--- src/rtl/usb_ctl_pkg.sv ---
// Shared definitions for the EP0 control-transfer sequencer.
package usb_ctl_pkg;

  localparam int unsigned SETUP_BYTES = 8;
  localparam int unsigned SETUP_BITS  = SETUP_BYTES * 8;
  localparam int unsigned CNT_W       = 4;

  // Token PID classes as reported by the packet decoder (2'b10 is ignored)
  localparam logic [1:0] TOK_OUT   = 2'b00;
  localparam logic [1:0] TOK_IN    = 2'b01;
  localparam logic [1:0] TOK_SETUP = 2'b11;

  // Standard bRequest codes
  localparam logic [7:0] REQ_SET_ADDRESS       = 8'h05;
  localparam logic [7:0] REQ_GET_DESCRIPTOR    = 8'h06;
  localparam logic [7:0] REQ_SET_CONFIGURATION = 8'h09;
  localparam logic [7:0] REQ_SET_INTERFACE     = 8'h0B;

  typedef enum logic [2:0] {
    ST_IDLE       = 3'd0,
    ST_SETUP_RX   = 3'd1,
    ST_DATA_IN    = 3'd2,
    ST_DATA_OUT   = 3'd3,
    ST_STATUS_IN  = 3'd4,
    ST_STATUS_OUT = 3'd5,
    ST_STALL      = 3'd6
  } ctl_state_e;

  typedef struct packed {
    logic [15:0] length;
    logic [15:0] index;
    logic [15:0] value;
    logic [7:0]  args;
    logic [7:0]  req_type;
  } setup_req_t;

  // Byte n of the SETUP payload lives at raw[8n+7:8n]; 16-bit fields are little-endian
  function automatic setup_req_t decode_setup(input logic [SETUP_BITS-1:0] raw);
    setup_req_t r;
    r.req_type = raw[7:0];
    r.args     = raw[15:8];
    r.value    = raw[31:16];
    r.index    = raw[47:32];
    r.length   = raw[63:48];
    return r;
  endfunction

endpackage

--- src/rtl/ctl_setup_capture.sv ---
// 8-byte SETUP payload shift register with a saturating byte counter.
module ctl_setup_capture
  import usb_ctl_pkg::*;
(
  input  logic                  clock,
  input  logic                  reset,
  input  logic                  clear,
  input  logic                  s_tvalid,
  input  logic                  s_tlast,
  input  logic                  s_tuser,
  input  logic [7:0]            s_tdata,
  output logic [SETUP_BITS-1:0] setup_raw_c,
  output logic                  setup_valid_c,
  output logic                  zlp_valid_c
);

  localparam logic [CNT_W-1:0] CNT_SAT  = CNT_W'(SETUP_BYTES + 1);
  localparam logic [CNT_W-1:0] CNT_FULL = CNT_W'(SETUP_BYTES);

  logic [SETUP_BITS-1:0] shift_q;
  logic [CNT_W-1:0]      count_q;
  logic [CNT_W-1:0]      count_nxt;

  // Register contents and byte count including the byte on the bus this cycle
  always_comb begin
    setup_raw_c = shift_q;
    count_nxt   = count_q;
    if (s_tvalid) begin
      setup_raw_c = {s_tdata, shift_q[SETUP_BITS-1:8]};
      if (count_q != CNT_SAT) count_nxt = count_q + CNT_W'(1);
    end
  end

  assign setup_valid_c = s_tlast && !s_tuser && (count_nxt == CNT_FULL);
  assign zlp_valid_c   = s_tlast && !s_tuser && !s_tvalid && (count_q == '0);

  // Shift bytes in; counter restarts on each token and after each packet end
  always_ff @(posedge clock) begin
    if (reset) begin
      shift_q <= '0;
      count_q <= '0;
    end else if (clear) begin
      count_q <= '0;
    end else begin
      shift_q <= setup_raw_c;
      count_q <= s_tlast ? '0 : count_nxt;
    end
  end

endmodule

--- src/rtl/ctl_setup_fsm.sv ---
// EP0 control-transfer sequencer: SETUP capture, stage tracking, handshake requests.
module ctl_setup_fsm
  import usb_ctl_pkg::*;
#(
  parameter int unsigned TIMEOUT_CYCLES = 60000,
  parameter int unsigned ERR_WINDOW     = 3
) (
  input  logic        clock,
  input  logic        reset,
  input  logic        tok_recv_i,
  input  logic [1:0]  tok_type_i,
  input  logic [3:0]  tok_endp_i,
  input  logic        s_tvalid,
  input  logic        s_tlast,
  input  logic        s_tuser,
  input  logic [7:0]  s_tdata,
  input  logic        tx_done_i,
  input  logic        pipe_error_i,
  output logic        select_o,
  output logic        start_o,
  output logic [3:0]  req_endpt_o,
  output logic [7:0]  req_type_o,
  output logic [7:0]  req_args_o,
  output logic [15:0] req_value_o,
  output logic [15:0] req_index_o,
  output logic [15:0] req_length_o,
  output logic        hsk_ack_o,
  output logic        hsk_stall_o,
  output logic        zlp_o,
  output logic        done_o
);

  localparam int unsigned      TMO_W    = $clog2(TIMEOUT_CYCLES + 1);
  localparam int unsigned      ERR_W    = $clog2(ERR_WINDOW + 1);
  localparam logic [TMO_W-1:0] TMO_LAST = TMO_W'(TIMEOUT_CYCLES - 1);
  localparam logic [ERR_W-1:0] ERR_LOAD = ERR_W'(ERR_WINDOW);

  ctl_state_e            state;
  logic [TMO_W-1:0]      tmo_cnt;
  logic [ERR_W-1:0]      err_cnt;
  logic [SETUP_BITS-1:0] setup_raw_c;
  logic                  setup_valid_c;
  logic                  zlp_valid_c;
  logic                  tok_ep0_c;
  logic                  setup_tok_c;
  logic                  in_tok_c;
  logic                  out_tok_c;
  setup_req_t            req_c;

  assign tok_ep0_c   = tok_recv_i && (tok_endp_i == 4'd0);
  assign setup_tok_c = tok_ep0_c && (tok_type_i == TOK_SETUP);
  assign in_tok_c    = tok_ep0_c && (tok_type_i == TOK_IN);
  assign out_tok_c   = tok_ep0_c && (tok_type_i == TOK_OUT);
  assign req_c       = decode_setup(setup_raw_c);

  ctl_setup_capture u_capture (
    .clock         (clock),
    .reset         (reset),
    .clear         (tok_recv_i),
    .s_tvalid      (s_tvalid),
    .s_tlast       (s_tlast),
    .s_tuser       (s_tuser),
    .s_tdata       (s_tdata),
    .setup_raw_c   (setup_raw_c),
    .setup_valid_c (setup_valid_c),
    .zlp_valid_c   (zlp_valid_c)
  );

  // Control-transfer state machine with registered outputs and pulse requests
  always_ff @(posedge clock) begin
    if (reset) begin
      state        <= ST_IDLE;
      tmo_cnt      <= '0;
      err_cnt      <= '0;
      select_o     <= 1'b0;
      start_o      <= 1'b0;
      req_endpt_o  <= '0;
      req_type_o   <= '0;
      req_args_o   <= '0;
      req_value_o  <= '0;
      req_index_o  <= '0;
      req_length_o <= '0;
      hsk_ack_o    <= 1'b0;
      hsk_stall_o  <= 1'b0;
      zlp_o        <= 1'b0;
      done_o       <= 1'b0;
    end else begin
      start_o     <= 1'b0;
      hsk_ack_o   <= 1'b0;
      hsk_stall_o <= 1'b0;
      zlp_o       <= 1'b0;
      done_o      <= 1'b0;

      if (tok_recv_i || state == ST_IDLE) tmo_cnt <= '0;
      else                                tmo_cnt <= tmo_cnt + TMO_W'(1);

      // Error window opens on the cycle following the start pulse
      if (start_o)              err_cnt <= ERR_LOAD;
      else if (err_cnt != '0)   err_cnt <= err_cnt - ERR_W'(1);

      if (setup_tok_c) begin
        state       <= ST_SETUP_RX;
        select_o    <= 1'b0;
        err_cnt     <= '0;
        req_endpt_o <= tok_endp_i;
      end else if (state != ST_IDLE && !tok_recv_i && tmo_cnt == TMO_LAST) begin
        state    <= ST_IDLE;
        select_o <= 1'b0;
        err_cnt  <= '0;
        tmo_cnt  <= '0;
      end else if (err_cnt != '0 && pipe_error_i &&
                   state != ST_IDLE && state != ST_STALL) begin
        state   <= ST_STALL;
        err_cnt <= '0;
      end else begin
        case (state)
          ST_SETUP_RX: begin
            if (setup_valid_c) begin
              req_type_o   <= req_c.req_type;
              req_args_o   <= req_c.args;
              req_value_o  <= req_c.value;
              req_index_o  <= req_c.index;
              req_length_o <= req_c.length;
              hsk_ack_o    <= 1'b1;
              start_o      <= 1'b1;
              select_o     <= 1'b1;
              tmo_cnt      <= '0;
              if (req_c.length == 16'd0)  state <= ST_STATUS_IN;
              else if (req_c.req_type[7]) state <= ST_DATA_IN;
              else                        state <= ST_DATA_OUT;
            end else if (s_tlast) begin
              state <= ST_IDLE;
            end
          end
          ST_DATA_IN: begin
            if (out_tok_c) state <= ST_STATUS_OUT;
          end
          ST_DATA_OUT: begin
            if (s_tlast && !s_tuser) hsk_ack_o <= 1'b1;
            // The IN that ends the data stage is the status-stage IN: answer with a ZLP
            if (in_tok_c) begin
              state <= ST_STATUS_IN;
              zlp_o <= 1'b1;
            end
          end
          ST_STATUS_IN: begin
            if (in_tok_c) zlp_o <= 1'b1;
            if (tx_done_i) begin
              done_o   <= 1'b1;
              select_o <= 1'b0;
              state    <= ST_IDLE;
            end
          end
          ST_STATUS_OUT: begin
            if (zlp_valid_c) begin
              hsk_ack_o <= 1'b1;
              done_o    <= 1'b1;
              select_o  <= 1'b0;
              state     <= ST_IDLE;
            end
          end
          ST_STALL: begin
            if (in_tok_c || out_tok_c) hsk_stall_o <= 1'b1;
          end
          default: state <= ST_IDLE;
        endcase
      end
    end
  end

endmodule
--- config.mk ---
export PLATFORM = sky130hd
export DESIGN_NAME = ctl_setup_fsm
export DESIGN_NICKNAME = d
export VERILOG_FILES = /design/src/rtl/usb_ctl_pkg.sv /design/src/rtl/ctl_setup_capture.sv /design/src/rtl/ctl_setup_fsm.sv
export SDC_FILE = /design/constraint.sdc
export NUM_CORES = 1
export LEC_CHECK = 0
export BUFFER_PORTS_ARGS = -buffer_cell sky130_fd_sc_hd__buf_2
export CAP_MARGIN = 20
export CORE_MARGIN = 2
export CORE_UTILIZATION = 35
export DETAILED_ROUTE_END_ITERATION = 6
export GPL_ROUTABILITY_DRIVEN = 0
export GPL_TIMING_DRIVEN = 0
export HOLD_SLACK_MARGIN = 0.02
export PLACE_DENSITY = 0.52
export SLEW_MARGIN = 20
export SYNTH_ARGS = -nofsm -noshare
export SYNTH_HDL_FRONTEND = slang
export SYNTH_SLANG_ARGS = --single-unit
--- constraint.sdc ---
create_clock -name clock -period 2.35 [get_ports clock]
set_clock_uncertainty 0.2 [all_clocks]
set_input_delay 0.3525 -clock clock [delete_from_list [all_inputs] [get_ports clock]]
set_output_delay 0.3525 -clock clock [all_outputs]
set_load 0.05 [all_outputs]
Word level (Yosys, flattened, before mapping)
Index checks and enable logic that the tools add are counted.
Widths: inputs -> output; s select.
{"block": "word_totals", "rom_bits": 0, "input_bits": 22, "latchBits": 0, "mem_count": 0, "reg_bits": 163, "ramBits": 0, "word_cells": 127}
{"block": "classes", "n_reduce_logical": 38, "n_shift": 0, "magnitude_cmp": 0, "add_sub_neg": 3, "mul": 0, "div": 0, "muxes": 35, "n_bitwise": 6, "n_eq_ne": 27}
{"cell": "$mux 16", "n": 6}
{"cell": "$mux 64", "n": 1}
{"cell": "$mux 3", "n": 8}
{"cell": "$pmux 3 s6", "n": 1}
{"cell": "$add 16x1->16 const B", "n": 1}
{"cell": "$eq 16x16->1 const B", "n": 1}
{"cell": "$logic_not 16->1", "n": 1}
{"cell": "$ne 5x5->1 const B", "n": 3}
{"cell": "$reduce_or 5->1", "n": 3}
{"cell": "$logic_and 1x1->1", "n": 13}
{"cell": "$mux 1", "n": 12}
{"cell": "$ne 3x3->1 const B", "n": 4}
{"cell": "$ne 4x4->1 const B", "n": 3}
{"cell": "$reduce_and 6->1", "n": 2}
{"cell": "$reduce_and 5->1", "n": 2}
{"cell": "$eq 3x3->1 const B", "n": 3}
{"cell": "$logic_not 4->1", "n": 2}
{"cell": "$mux 4", "n": 2}
{"cell": "$eq 3x2->1 const B", "n": 2}
{"cell": "$ne 2x2->1 const B", "n": 3}
{"cell": "$ne 6x6->1 const B", "n": 1}
{"cell": "$not 1->1", "n": 6}
{"cell": "$pmux 1 s3", "n": 2}
{"cell": "$reduce_bool 3->1", "n": 2}
{"cell": "other kinds (19)", "n": 25}

Longest topological paths before layout
Gate-level depths: netlist of the first run.
{"block": "logic_depth", "depth_word": 10, "ltp_mapped": 10, "depth_no_buf": 8}

Cells and area by module
A second synthesis of the first run with hierarchy kept.
{"block": "unflattened", "cells_unflattened": 784, "area_unflattened_um2": 7309.5}
{"mod": "ctl_setup_fsm", "area_per_inst_um2": 4035.1, "cells_per_inst": 474, "instances": 1}
{"mod": "ctl_setup_capture", "area_per_inst_um2": 3274.4, "cells_per_inst": 310, "instances": 1}

Least setup slack after synthesis of the first run
OpenSTA, ideal clock, no wires.
{"block": "synth_path", "path_type": "register to register", "startpoint": "register u_capture.count_q[0]", "endpoint": "register req_args_o[7]", "required_time_ps": 2004, "n_path_buf": 2, "arrival_time_ps": 2127, "path_stages_with_launch": 9, "setup_time_ps": 146, "path_slack_ps": -123, "path_cell_list": "dfxtp_1 ha_1 nand3b_1 a211o_1 a2111o_1 nor4_2 buf_4 buf_2 a211oi_2"}
{"block": "synth_between", "elab_chain_len": 6, "elab_cells_between_ends": 7, "classes_between": "add/sub: 1; eq/ne: 2; mux: 2; reduce/logical: 2"}
{"element": "from (decl)", "line_no": "ctl_setup_capture.sv:21", "source": "logic [CNT_W-1:0] count_q;"}
{"element": "from (signal assigned)", "line_no": "ctl_setup_capture.sv:46", "source": "count_q <= s_tlast ? '0 : count_nxt;"}
{"element": "$add 4x1->4 / $ne 4x4->1 (equally long branches)", "line_no": "ctl_setup_capture.sv:30", "source": "if (count_q != CNT_SAT) count_nxt = count_q + CNT_W'(1);"}
{"element": "$mux 4", "line_no": "ctl_setup_capture.sv:30"}
{"element": "$mux 4 *", "line_no": "ctl_setup_capture.sv:28", "source": "if (s_tvalid) begin"}
{"element": "$eq 4x4->1 *", "line_no": "ctl_setup_capture.sv:34", "source": "assign setup_valid_c = s_tlast && !s_tuser && (count_nxt == CNT_FULL);"}
{"element": "$logic_and 1x1->1 *", "line_no": "ctl_setup_capture.sv:34"}
{"element": "$reduce_and 5->1 (no source line) *"}
{"element": "to (signal assigned)", "line_no": "ctl_setup_fsm.sv:120", "source": "req_args_o <= req_c.args;"}
{"element": "to (decl)", "line_no": "ctl_setup_fsm.sv:23", "source": "output logic [7:0] req_args_o,"}
Mark *: on every way between the ends. The rest lies on a longest branch, timed or not.
A chain may end at the register's enable or synchronous reset.

Worst setup path in the final report of the first run
{"block": "layout_path", "startpoint": "register u_capture.count_q[1]", "endpoint": "register req_value_o[11]"}
{"block": "layout_between", "elab_chain_len": 6, "elab_cells_between_ends": 7, "classes_between": "add/sub: 1; eq/ne: 2; mux: 2; reduce/logical: 2"}
{"element": "$add 4x1->4 / $ne 4x4->1 (equally long branches)", "line_no": "ctl_setup_capture.sv:30"}
{"element": "$mux 4", "line_no": "ctl_setup_capture.sv:30"}
{"element": "$mux 4 *", "line_no": "ctl_setup_capture.sv:28"}
{"element": "$eq 4x4->1 *", "line_no": "ctl_setup_capture.sv:34"}
{"element": "$logic_and 1x1->1 *", "line_no": "ctl_setup_capture.sv:34"}
{"element": "$reduce_and 5->1 (no source line) *"}
{"element": "to (signal assigned)", "line_no": "ctl_setup_fsm.sv:121", "source": "req_value_o <= req_c.value;"}
{"element": "to (decl)", "line_no": "ctl_setup_fsm.sv:24", "source": "output logic [15:0] req_value_o,"}
Marked as above.

==> results.txt, run 1 <==
Input and output buffers added on the ports amount to 94. The placed cell count is 1143. The logs give 17 for the number of buffers created by CTS and -223 ps for the smallest setup slack after layout. For the final hold violation count, the log shows 0. The setup path with the least slack is of type reg2reg. The core region is 19500 um2.

The floorplan step set the die height to 145 um. By area the synthesized netlist is led by sky130_fd_sc_hd__dfxtp_1, sky130_fd_sc_hd__mux2i_1, sky130_fd_sc_hd__a211oi_2, sky130_fd_sc_hd__nand2_1, sky130_fd_sc_hd__nor2_1. The run gives 1943 as the total of fill cells in the finished design.

Setup violations remaining at the end of the flow were counted as 66. At the worst endpoint, the required time is 2500 ps. For this run, the post-layout net count is 945. For the worst flop-to-flop path, the logic depth is 12.

The count of vias placed by the detailed router was 5936; the number of warnings printed during yosys synthesis was 0. The slew at the pin with the worst max-slew slack came out at 826 ps. The first TritonRoute pass finished after 4 iterations.

The cell leakage power is 3.46 nW, and the routed wire length per instance is 16.4 um. The clock network latency to the later pin of the worst-skew pair is 430 ps. Once detail routing completed, the nets flagged for antenna violations numbered 0.

The logs give 44.9% for the relative slew slack and 47.3% for the share of the core filled with cells in the final layout. The top-level port count is 96, and the violation count after the first detailed-routing iteration is 391. The growth of design area from synthesis to finish is 32.0%, and the via density per instance is 4.96. The synthesized area divided by synthesized cell count was 8.93 um2. The count of cells in the finished layout, fillers not included, comes to 1196.

The final routed wirelength across all metal layers came out at 19600 um. TritonCTS built the clock tree. Start point of the worst min-delay path: tok_endp_i[2]. The run gives 0 as the final-report max-slew violation count. The number of H-tree levels is 4. For this run, the register share of the synthesized area comes to 46.6%. The areal power density over the cells is 673 nW/um2.

For the initial antenna violation count, the log shows 0. The repair_antennas step left the layout with diodes totalling 0. The worst hold path belongs to the class in2reg. The run gives 5427 as the via count of the first global-routing pass. The path with the worst hold slack has its endpoint at zlp_o$_SDFF_PP0_. The share of flip-flops with an asynchronous set or reset is 0%.

Setup repair after global routing could not meet its margin everywhere. Along the worst path, the maximum fanout reaches 6. Counting flops and latches in the post-synthesis netlist gives 163.

Startpoint kind of the worst setup timing path: a register. The run gives 2 as the maximum clock insertion buffer count. The top cell type by total area after synthesis is sky130_fd_sc_hd__dfxtp_1. The critical path data arrival time was 2720 ps; the largest net degree at the start of global routing was 17.

The main flop type after synthesis was sky130_fd_sc_hd__dfxtp_1. Timing would allow up to 0.389 GHz. Detailed placement finished with a half-perimeter wire length of 13500 um. In the routed design, unresolved DRC markers number 0.

In this run, synthesis inferred 0 flip-flops with an integrated enable. Across the run, the number of max-cap violations was 0. Synthesis handed over a netlist of 784 instances. The tools report the total die area as 21200 um2. After clock tree synthesis, the clock-pin slew on the worst setup and hold paths is 70 ps.

Final hold analysis gives a worst-case slack of 31.9 ps. Global routing used 17.8% of the available tracks. The run finished, with violations left. The element type at the critical path end is a register.

After global routing the overflow that remains totals 0. The post-route fraction of the period consumed by the critical path came out at 110%. The final reports fail on setup timing. The worst hold path passes through 4 cells.

For the multi-input combinational cell area, the log shows 3790 um2. The tools report the start of the worst register-to-register path as u_capture.count_q[1]$_SDFF_PP0_. The synthesized design devotes to its leading area cell type 46.6% of total area.

After synthesis the cells add up to 7000 um2. The number of distinct library cells after synthesis is 46, and the fraction of layout instances using a drive strength above 1 is 30.3%. The cell sitting at the root of the clock tree is a sky130_fd_sc_hd__clkbuf_16. The sequential cells in the finished layout cover a total of 3270 um2. The slack of the worst reg-to-reg path was -220 ps; the number of sinks handled by clock tree synthesis was 163. The smallest clock period supported by the final layout is computed as 2570 ps. The worst-case IR drop observed on VDD is 0.507 mV.

When the netlist entered floorplanning its net count stood at 811. The floorplan has 51 rows. The tools report the initial core utilization as 35.9%. The worst register-to-register path ends at req_value_o[11]$_SDFFE_PP0P_.

The width of the chip works out to 145 um. The first global-routing pass estimated 30000 um of wire.
==> placed cells by master, fill, tap and decap left out, types with 9 or more instances in the layout <==
cell type / n
sky130_fd_sc_hd__clkbuf_1: 36
sky130_fd_sc_hd__nor2_2: 37
sky130_fd_sc_hd__dlygate4sd3_1: 9
sky130_fd_sc_hd__dfxtp_1: 161
sky130_fd_sc_hd__buf_2: 95
sky130_fd_sc_hd__mux2i_1: 65
sky130_fd_sc_hd__buf_8: 10
sky130_fd_sc_hd__a21oi_1: 71
sky130_fd_sc_hd__nor2_4: 15
sky130_fd_sc_hd__a211oi_2: 57
sky130_fd_sc_hd__clkbuf_16: 24
sky130_fd_sc_hd__nor2_1: 48
sky130_fd_sc_hd__xor2_1: 10
sky130_fd_sc_hd__nand2_1: 140
sky130_fd_sc_hd__nand3_1: 15
==> sequential cells by signal, summed over array words and instances (netlist names), 4 cells and up <==
name and flops:
u_capture.count_q 4, req_value_o 16, u_capture.shift_q 64, req_length_o 16, req_endpt_o 4, tmo_cnt 16, req_index_o 16, req_args_o 8
req_type_o 8
==> report_power, final <==
part	leakage (nW)	internal (mW)	switching [mW]
combinational	1.84	0.137	0.243
clock	0.301	1.82	1.21
sequential	1.32	2.79	0.0230
==> worst max-delay path, cell delays in order, from the launching register on <==
cell                        delay [ps]
sky130_fd_sc_hd__dfxtp_4           380
sky130_fd_sc_hd__inv_4              50
sky130_fd_sc_hd__ha_4              150
sky130_fd_sc_hd__nand3b_1           90
sky130_fd_sc_hd__buf_4             120
sky130_fd_sc_hd__nand4b_1          130
sky130_fd_sc_hd__a2111o_1          500
sky130_fd_sc_hd__nor4_4            160
sky130_fd_sc_hd__buf_6             200
sky130_fd_sc_hd__buf_12            170
sky130_fd_sc_hd__clkbuf_16         170
sky130_fd_sc_hd__nor2_4             40
sky130_fd_sc_hd__a211oi_2          130
==> Yosys cell counts, drive strengths merged, types with 2 or more instances <==
master	number
nand4	7
nand3	17
ha	5
clkbuf	37
mux2i	65
inv	9
or3	3
or4b	3
nand2b	8
nand2	140
and3	6
or4	3
and4	2
a211oi	65
dfxtp	163
nand4b	2
xnor2	8
nor4	6
nor3	10
xor2	10
buf	17
nor2	100
and2	4
nor2b	6
o21ai	3
nand3b	2
a21oi	71
==> logic make-up (layout without fill, tap and decap cells) <==
logic type,Yosys count,count (layout),share of synthesized area [%]
buffers and inverters,63,210,4.02
and+or+nand+nor,322,322,20.3
xor gates and xnor gates,18,18,2.25
adders and majority gates,5,5,0.893
muxes,66,66,9.45
DFF,163,163,46.6
AOI/OAI and AO/OA,147,147,16.5
==> worst max-delay path by stage <==
stage / slack, ps / cells past startpoint / end / start
finish: -220 / 12 / req_value_o[11]$_SDFFE_PP0P_ / u_capture.count_q[1]$_SDFF_PP0_
global route: -330 / 12 / req_value_o[11]$_SDFFE_PP0P_ / u_capture.count_q[1]$_SDFF_PP0_
CTS: -310 / 11 / req_args_o[3]$_SDFFE_PP0P_ / u_capture.count_q[1]$_SDFF_PP0_
detailed placement: -500 / 9 / req_args_o[3]$_SDFFE_PP0P_ / u_capture.count_q[1]$_SDFF_PP0_
global placement: -520 / 9 / req_type_o[2]$_SDFFE_PP0P_ / u_capture.count_q[1]$_SDFF_PP0_
floorplan: -20 / 10 / req_index_o[0]$_SDFFE_PP0P_ / u_capture.count_q[1]$_SDFF_PP0_
==> stage by stage <==
step	setup slack [ps]	power [mW]	area, um2	setup TNS [ps]
CTS	-309	6.27	8700	-18290
global route	-326	6.43	9240	-20580
detailed placement	-502	3.23	7830	-56460
finish	-223	6.22	9240	-11910
floorplan	-20.8	3.12	7030	-547
global placement	-521	3.23	7830	-55170
==> final cells by class <==
cell class / count / share of cell area, %
Clock inverter: 14 / 2.18
Multi-Input combinational cell: 558 / 41.0
Sequential cell: 163 / 35.4
Inverter: 9 / 0.393
Clock buffer: 18 / 4.75
Timing Repair Buffer: 115 / 8.55
Buffer: 54 / 4.16
Tap cell: 265 / 3.59
==> layer usage <==
layer,part of all wire (%),up-vias,GRT usage (%)
li1,-,2984,-
met1,50,2837,25.6
met2,45,107,26.9
met3,4.1,8,4.45
met4,0.73,0,4.22
met5,0,-,0
==> repair_timing <==
item / CTS / global route
resized for setup: 27 / 101
pin swaps: 3 / 63
gates cloned: 1 / 7
buffers inserted: 4 / 0
setup endpoints to repair: 76 / 143
hold buffers: 9 / 0
endpoints found under the hold margin: 9 / 0
Power figures use the tool's default switching activity.
==> run 2, diff against run 1 <==
==> constraint.sdc (replaced) <==
create_clock -name clock -period 2.35 [get_ports clock]
set_clock_uncertainty 0.2 [all_clocks]
set_input_delay 0.47 -clock clock [delete_from_list [all_inputs] [get_ports clock]]
set_output_delay 0.47 -clock clock [all_outputs]
set_load 0.05 [all_outputs]
==> run 2 against run 1 <==
  * The run still ends with setup timing left
  * Non-clock buffer count is 8 lower
  * Cell count down 0.84%
  * Hold slack better by 67 ps
  * Die area unchanged
  * Fmax shrank 1.2%
  * Largest cell class unchanged
  * Largest power group unchanged
  * Highest routed layer unchanged
==> results.txt, run 2 (synthesis results as in run 1) <==
The signal on the critical path passes through inv_4, ha_4, nand3b_1, buf_4, nand4b_1, a2111o_1, nor4_4, buf_6, clkbuf_16, buf_8, buf_12, a211oi_2. The fraction of layout instances using a drive strength above 1 is 27.3%, and the cell leakage power is 3.36 nW. The register with the most flip-flops is u_capture.shift_q. In the final design database the tool counted 937 nets. The minimum clock period is 2610 ps. Counting every sink on the clock net gives 163. The library cells used most frequently in the layout, excluding fill and tap cells, are sky130_fd_sc_hd__dfxtp_1, sky130_fd_sc_hd__nand2_1, sky130_fd_sc_hd__buf_2. Width of the chip: 145 um. Number of H-tree levels: 4. From synthesis to final layout, the design area changed by 28.6%. The run gives 5 as the number of iterations in the first detailed-routing pass. The areal power density over the cells was 677 nW/um2.

The floorplan step defined a die boundary enclosing 21200 um2. For this block, the routed nets add up to 19300 um of wire. The checks that failed: setup timing. The maximum clock frequency came out at 0.384 GHz. The port buffer count is 94, and the total routing resource utilization after global routing is 18.2%. The setup check on the worst reg-to-reg path leaves a slack of -260 ps. The logs give 0 for the number of DRC violations after detailed routing and 430 ps for the clock network latency to the later pin of the worst-skew pair. The logs give 17 for the largest net degree at the start of global routing and 66 for the count of final setup violators.

The run finished, with violations left. The first global-routing pass estimated 30800 um of wire. In the final routed layout, each cell accounts on average for 16.3 um.

The clock-pin transition on the worst setup and hold timing paths was 60 ps; the worst reg-to-reg path cell count was 12. The tools report the endpoint of the worst-slack reg-to-reg timing path as req_value_o[4]$_SDFFE_PP0P_. Across the run, the number of max-cap violations was 0.

The tools report the placeable core region as 19500 um2. Post-route fraction of the period consumed by the critical path: 111%. The worst setup path is launched from a register. STA puts the critical path data arrival time at 2700 ps. Classification of the worst setup path: reg2reg. In this run the remaining antenna-violating nets after routing total 0. For this block, the via count after detailed routing is 5908. The worst setup path startpoint is u_capture.count_q[1]$_SDFF_PP0_.

For the smallest setup slack after layout, the log shows -255 ps. The tools report the worst setup path endpoint as req_value_o[4]$_SDFFE_PP0P_. The number of buffers created by CTS was 17. Of all nets on the critical path, the largest fanout is 7. Slew at the pin with the worst max-slew slack: 801 ps. The element type at the critical path end was a register. Detailed placement ended at an HPWL of 13400 um.

Leaving out fill and tap cells, the most frequent cell in the layout is sky130_fd_sc_hd__dfxtp_1. The detailed router finished its first iteration with 391 violations. Among all stages on the critical path, the largest delay is contributed by sky130_fd_sc_hd__a2111o_1.

The number of flip-flops under the largest register name is 64. The worst supply voltage drop on vdd was 0.477 mV; the final-report max-slew violation count was 0. The floorplan step set the die height to 145 um. The startpoint identified for the worst register-to-register timing path is u_capture.count_q[1]$_SDFF_PP0_. For this run, the slowest stage of the critical path takes 490 ps. The run gives 9000 um2 as the post-route standard cell area excluding fillers. Measured against its own limit, the worst slew margin works out to 46.6%. Once the floorplan was initialized, standard cells occupied 35.9% of the core. In the routed layout, each cell is associated on average with a via count of 4.98. Prior to clock tree synthesis, the placed netlist has a worst setup slack of -589 ps. After floorplanning, the core was divided into 51 placement rows. TritonCTS built the clock tree.

Summed over all layers, the global routing overflow is 0. No sink is reached through more buffers than the 2 on the longest clock path. The tools report the quantity of hold-fixing buffers added after cts as 0. For the worst setup path, the data required time is 2440 ps. For the final hold violation count, the log shows 0.

The cell sitting at the root of the clock tree is a sky130_fd_sc_hd__clkbuf_16. The min-delay analysis places its worst path in the category in2reg. The via count of the first global-routing pass came out at 5662.

The logs give 0 for the initial antenna violation count and 0 for the count of antenna diodes in the layout. Fill cells in the final layout number 1927. The logs give 96 for the top-level port count and 7840 um2 for the cell area after placement.

Setup repair after global routing could not meet its margin everywhere.
[run 2: cell types whose count changed in the layout (fill, tap and decap cells not counted), sizes merged]
cell / change
inv: -3
buf: +3
dlygate4sd3: -9
clkbuf: +1
clkinvlp: -2
[run 2: cell type report]
class | count | area [um2] | share of cell area, %
buffer | 54 | 373 | 4.14
clock buffer | 21 | 450 | 5.00
clock inverter | 9 | 155 | 1.72
inverter | 9 | 36.3 | 0.403
multi-input combinational | 558 | 3680 | 40.9
sequential | 163 | 3270 | 36.3
tap | 265 | 332 | 3.68
timing repair buffer | 107 | 706 | 7.84
[run 2: worst min-delay path by stage]
stage / end / depth (start not counted) / slack, ps / start
floorplan: tmo_cnt[0]$_SDFF_PP0_ / 1 / 230 / tmo_cnt[0]$_SDFF_PP0_
global placement: u_capture.shift_q[2]$_SDFFE_PP0N_ / 2 / 240 / u_capture.shift_q[2]$_SDFFE_PP0N_
detailed placement: req_endpt_o[0]$_SDFFE_PP0P_ / 1 / 240 / req_endpt_o[0]$_SDFFE_PP0P_
CTS: u_capture.shift_q[56]$_SDFFE_PP0N_ / 3 / 90 / s_tdata[0]
global route: u_capture.shift_q[56]$_SDFFE_PP0N_ / 3 / 90 / s_tdata[0]
finish: u_capture.shift_q[56]$_SDFFE_PP0N_ / 3 / 100 / s_tdata[0]
[run 2: worst max-delay path, delay by kind of cell, from the launching register on]
| kind | cells | cell delay (ps) |
|---|---|---|
| compound gates | 2 | 540 |
| fa+ha+maj | 1 | 150 |
| buf+inv | 6 | 800 |
| flops | 1 | 380 |
| simple gates | 3 | 400 |
[run 2: power by group]
part | internal, mW | total [mW] | switching, mW
Combinational | 0.128 | 0.372 | 0.244
Sequential | 2.79 | 2.81 | 0.0229
Clock | 1.80 | 2.92 | 1.12
Total | 4.71 | 6.10 | 1.39
[run 2: timing repair]
item                       in CTS  in global routing
pin swaps                       4                 64
setup endpoints to repair     137                 92
gates resized for setup        39                 54
gates cloned                    1                  6
setup buffers                   4                  2
[run 2: layer usage]
metal	up-vias	part of all wire [%]	GRT usage [%]
met1	2805	50	25.9
met5	-	0	0
met2	113	44	27.0
met3	18	3.9	4.33
li1	2972	-	-
met4	0	1.6	6.13
[run 2: per-stage QoR]
step | power (mW) | util (%) | cells | hold slack (ps) | setup TNS [ps]
floorplan | 3.12 | - | 784 | 230 | -671
global placement | 3.23 | 40.1 | 1143 | 242 | -63680
detailed placement | 3.23 | 40.1 | 1143 | 241 | -66110
CTS | 6.13 | 44.2 | 1178 | 87.5 | -18060
global route | 6.32 | 46.1 | 1186 | 90.4 | -22290
finish | 6.10 | 46.1 | 1186 | 98.9 | -13480
==> run 3, diff against run 2 <==
- ABC_AREA: not set -> 1
- MAX_ROUTING_LAYER: not set -> met4
==> run 3 against run 2 <==
  * The run now ends clean
  * Flip-flop and latch count is the same
  * Sequential share of layout area shrank 1.4 points
  * Utilization shrank 1.8 points
  * Die area grew 8.2%
  * Synthesized cell count grew 41%
  * Hold slack gained 120 ps
  * Fmax grew 16%
  * Sequential power grew 4%
  * Combinational power grew 56%
  * Setup slack gained 350 ps
  * Critical endpoint is now req_length_o[2]$_SDFFE_PP0P_
  * Largest power group unchanged
  * Highest routed layer unchanged
==> results.txt, run 3 <==
The flow ran to the end, and the final reports show no timing, DRC or antenna violations. In the synthesized netlist, the cells that appear most often are sky130_fd_sc_hd__inv_1, sky130_fd_sc_hd__nand2_1, sky130_fd_sc_hd__dfxtp_1. For this design the ratio of total power to cell area is 698 nW/um2. Register area: 3270 um2.

The portion of synthesized area spent on multiplexers is 3.16%. The wire-length estimate of the detail-placed layout is 14700 um. The startpoint identified for the worst register-to-register timing path is u_capture.count_q[0]$_SDFF_PP0_. In this run the worst path has a maximum fanout of 7. The height of the chip was 151 um; the number of enable flip-flop cells after synthesis was 0. The type of the worst min-delay path is in2reg. The largest family of logic cells by synthesized area was simple AND/OR/NAND/NOR gates. The quantity of hold-fixing buffers added after cts is 0. The register with the most flip-flops is u_capture.shift_q. The synthesized netlist devotes 1.15% of its cell area to XOR and XNOR gates. Buffers inserted during clock tree synthesis total 17.

The die covers 22900 um2. STA classifies the critical path startpoint as a register. The register with the most flip-flops in the layout has 64 of them.

The start point of the worst min-delay path was tx_done_i. The count of nets left with antenna violations once routing finished came out at 0. The share of flip-flops with an asynchronous set or reset works out to 0%.

Setup repair after global routing could not meet its margin everywhere. For the pin with the worst max-slew slack, the measured transition is 862 ps. The via count of the first global-routing pass came out at 6404. The initial utilization of the core area, before any placement, comes to 35.9%. Of all cell types, the one taking the most synthesized area is sky130_fd_sc_hd__dfxtp_1.

Counting both buffers and inverters, the worst setup path holds a total of 3. The number of max-cap violations was 0; the share of the core filled with cells in the final layout was 44.3%. The root buffer selected by CTS was sky130_fd_sc_hd__clkbuf_16. In the global route stage, overall resource usage came out at 18.6%.

The tools report the top-level port count as 96. The width of the chip was 151 um; the clock-pin transition on the worst setup and hold timing paths was 60 ps. The synthesized netlist devotes 14.9% of its cell area to compound gates. The count of buffers added on input and output ports is 93. The violation count after the first detailed-routing iteration is 386, and the number of iterations in the first detailed-routing pass is 5.

Clock tree synthesis found a total of 163 sinks. In the final layout, the multi-input gates occupy 3270 um2. In the synthesized netlist the dominant register cell turns out to be sky130_fd_sc_hd__dfxtp_1. Yosys printed 0 warnings. The final layout contains routed wiring with a total length of 19900 um. The run gives 17 as the largest net degree at the start of global routing.

Subtracting the final worst setup slack from the clock period gives 2250 ps. The tools report the non-filler instance count after layout as 1525. After detailed routing, the number of remaining DRC violations is 0. The slowest stage of the critical path is the sky130_fd_sc_hd__dfxtp_4 cell.

At the worst endpoint, the arrival time is 2370 ps. The tools report the final hold violation count as 0. Residual overflow from global routing: 0. The post-synthesis instance area was 7590 um2. Counting tap cells, the placed design contains a total of 1476 instances. For the count of vias placed by the detailed router, the log shows 6922.

The simple-gate share of the synthesized area came out at 21.2%. TritonCTS built the clock tree. The repair_antennas step left the layout with diodes totalling 0. The critical path is of the reg2reg type. The routed wire length per instance works out to 13.1 um. The number of synthesized register bits was 163; the number of nets in the finished design was 1264. The H-tree was split into 4 levels. The growth of design area from synthesis to finish came out at 23.4%. Synthesis produced a netlist whose cell count is 1108.

Via density per instance: 4.54. The top cell types in the final layout, fill and taps aside, are sky130_fd_sc_hd__inv_1, sky130_fd_sc_hd__nand2_1, sky130_fd_sc_hd__dfxtp_1. No sink is reached through more buffers than the 2 on the longest clock path. After synthesis, the mean cell area works out to 6.85 um2. The share of the Yosys chip area taken by registers is 43.0%. The worst supply voltage drop on vdd is 0.461 mV. Walking the worst path, the cells encountered are buf_6, ha_4, nand3_1, nand2_1, o21ai_2, nand3_2, nor2_4, nand2_4, nor2_4, nand2_4, buf_12, buf_12, o21ai_4, nor2_1.

The run gives 0.444 GHz as the maximum clock frequency. The count of final setup violators was 0; the number of placement rows was 53. For the data required time of the critical path, the log shows 2470 ps. The worst setup path startpoint was u_capture.count_q[0]$_SDFF_PP0_. The number of nets handed over by synthesis was 1135. The largest single stage delay on the critical path is 370 ps. Cell with the most instances after synthesis: sky130_fd_sc_hd__inv_1. The wire length of the first global-routing pass is 32400 um. Of the cells placed in the final design, the portion with a size suffix greater than 1 is 15.3%. The total of fill cells in the finished design came out at 2236. The number of distinct library cells after synthesis came out at 33.

The initial antenna violation count is 0, and the final-report max-slew violation count is 0. The worst pin sits at a relative slew slack of 42.1%. For this design the static power due to leakage is 4.79 nW. The post-route fraction of the period consumed by the critical path is 95.9%. Commonest non-fill, non-tap cell in the layout: sky130_fd_sc_hd__inv_1.

The tools report the element type at the critical path end as a register. The floorplan step defined a core boundary enclosing 21200 um2. In this design, the largest share of critical-path delay is due to simple AND/OR/NAND/NOR gates.

After Yosys synthesis, full adders, half adders and majority gates account for 0.824% of the synthesized area. By area the synthesized netlist is led by sky130_fd_sc_hd__dfxtp_1, sky130_fd_sc_hd__inv_1, sky130_fd_sc_hd__nand2_1, sky130_fd_sc_hd__o21ai_0, sky130_fd_sc_hd__nor2_1. The clock network latency to the later pin of the worst-skew pair is 430 ps. The top cell type by area accounts for 43.0% of the synthesized area.
## run 3: cell count changes in the layout (fill, tap and decap cells not counted), sizes merged, moves of 6 or more
cell	delta
nand2b	-8
nand2	+76
buf	+13
o21ai	+98
clkbuf	-7
nor2b	-6
and3	-6
inv	+242
mux2i	-41
nand3	+40
o211ai	+31
a211oi	-64
## run 3: routing by layer
| metal | vias to the layer above | GRT usage [%] | wire [um] |
|---|---|---|---|
| met2 | 133 | 29.3 | 9200 |
| li1 | 3658 | - | - |
| met4 | 0 | 5.84 | 323 |
| met3 | 25 | 3.49 | 740 |
| met5 | - | - | 0 |
| met1 | 3106 | 24.2 | 9680 |
## run 3: logic make-up (layout without fill, tap and decap cells)
| family | Yosys count | after routing |
|---|---|---|
| AND/OR/NAND/NOR | 391 | 391 |
| buffers and inverters | 308 | 450 |
| AO/OA/AOI/OAI | 207 | 207 |
| flip-flops | 163 | 163 |
| multiplexers | 24 | 24 |
| XOR/XNOR | 10 | 10 |
| adder cells (fa/ha/maj) | 5 | 5 |
## run 3: path summary, 6_finish.rpt
kind,cells after the start,slack [ps],end
worst max-delay path,14,100,req_length_o[2]$_SDFFE_PP0P_
worst min register to register,2,230,req_endpt_o[3]$_SDFFE_PP0P_
worst min-delay path,5,220,done_o$_SDFF_PP0_
worst max register to register,14,100,req_length_o[2]$_SDFFE_PP0P_
## run 3: cell type report
| type | instances | share of cell area, % |
|---|---|---|
| plain buffers | 56 | 3.07 |
| clock buffers | 22 | 4.85 |
| clock inverters | 10 | 1.92 |
| inverters | 252 | 10.1 |
| multi-input cells | 637 | 34.8 |
| flip-flops and latches | 163 | 34.9 |
| well taps | 275 | 3.67 |
| repair buffers | 110 | 6.63 |
## run 3: per-stage QoR
stage | cell area [um2] | setup WS [ps] | setup TNS (ps) | total power [mW] | hold WS, ps
global route | 9370 | -14.0 | -14.9 | 6.81 | 242
finish | 9370 | 96.7 | 0 | 6.54 | 217
floorplan | 7590 | 150 | 0 | 3.37 | 218
global placement | 8400 | -568 | -31920 | 3.53 | 226
detailed placement | 8400 | -555 | -32750 | 3.54 | 228
CTS | 9160 | 9.55 | 0 | 6.59 | 205
## run 3: worst reg2reg max path: cells and delay by family (launching register included)
family | cells | cell delay (ps)
AOI/OAI and AO/OA | 2 | 230
adders and majority gates | 1 | 140
buffers and inverters | 3 | 430
DFF | 1 | 370
and+or+nand+nor | 8 | 770
## run 3: repair_timing
action | in CTS | in global routing
resized for setup | 21 | 47
pin swaps | 2 | 16
endpoints found under the setup margin | 74 | 81
hold endpoints to repair | 0 | 0
setup buffers | 7 | 9
cloned | 0 | 1
## run 3: report_power, final
part / switching (mW) / internal (mW)
Sequential: 0.0571 / 2.85
Clock: 1.14 / 1.91
Combinational: 0.385 / 0.196
Total: 1.58 / 4.96
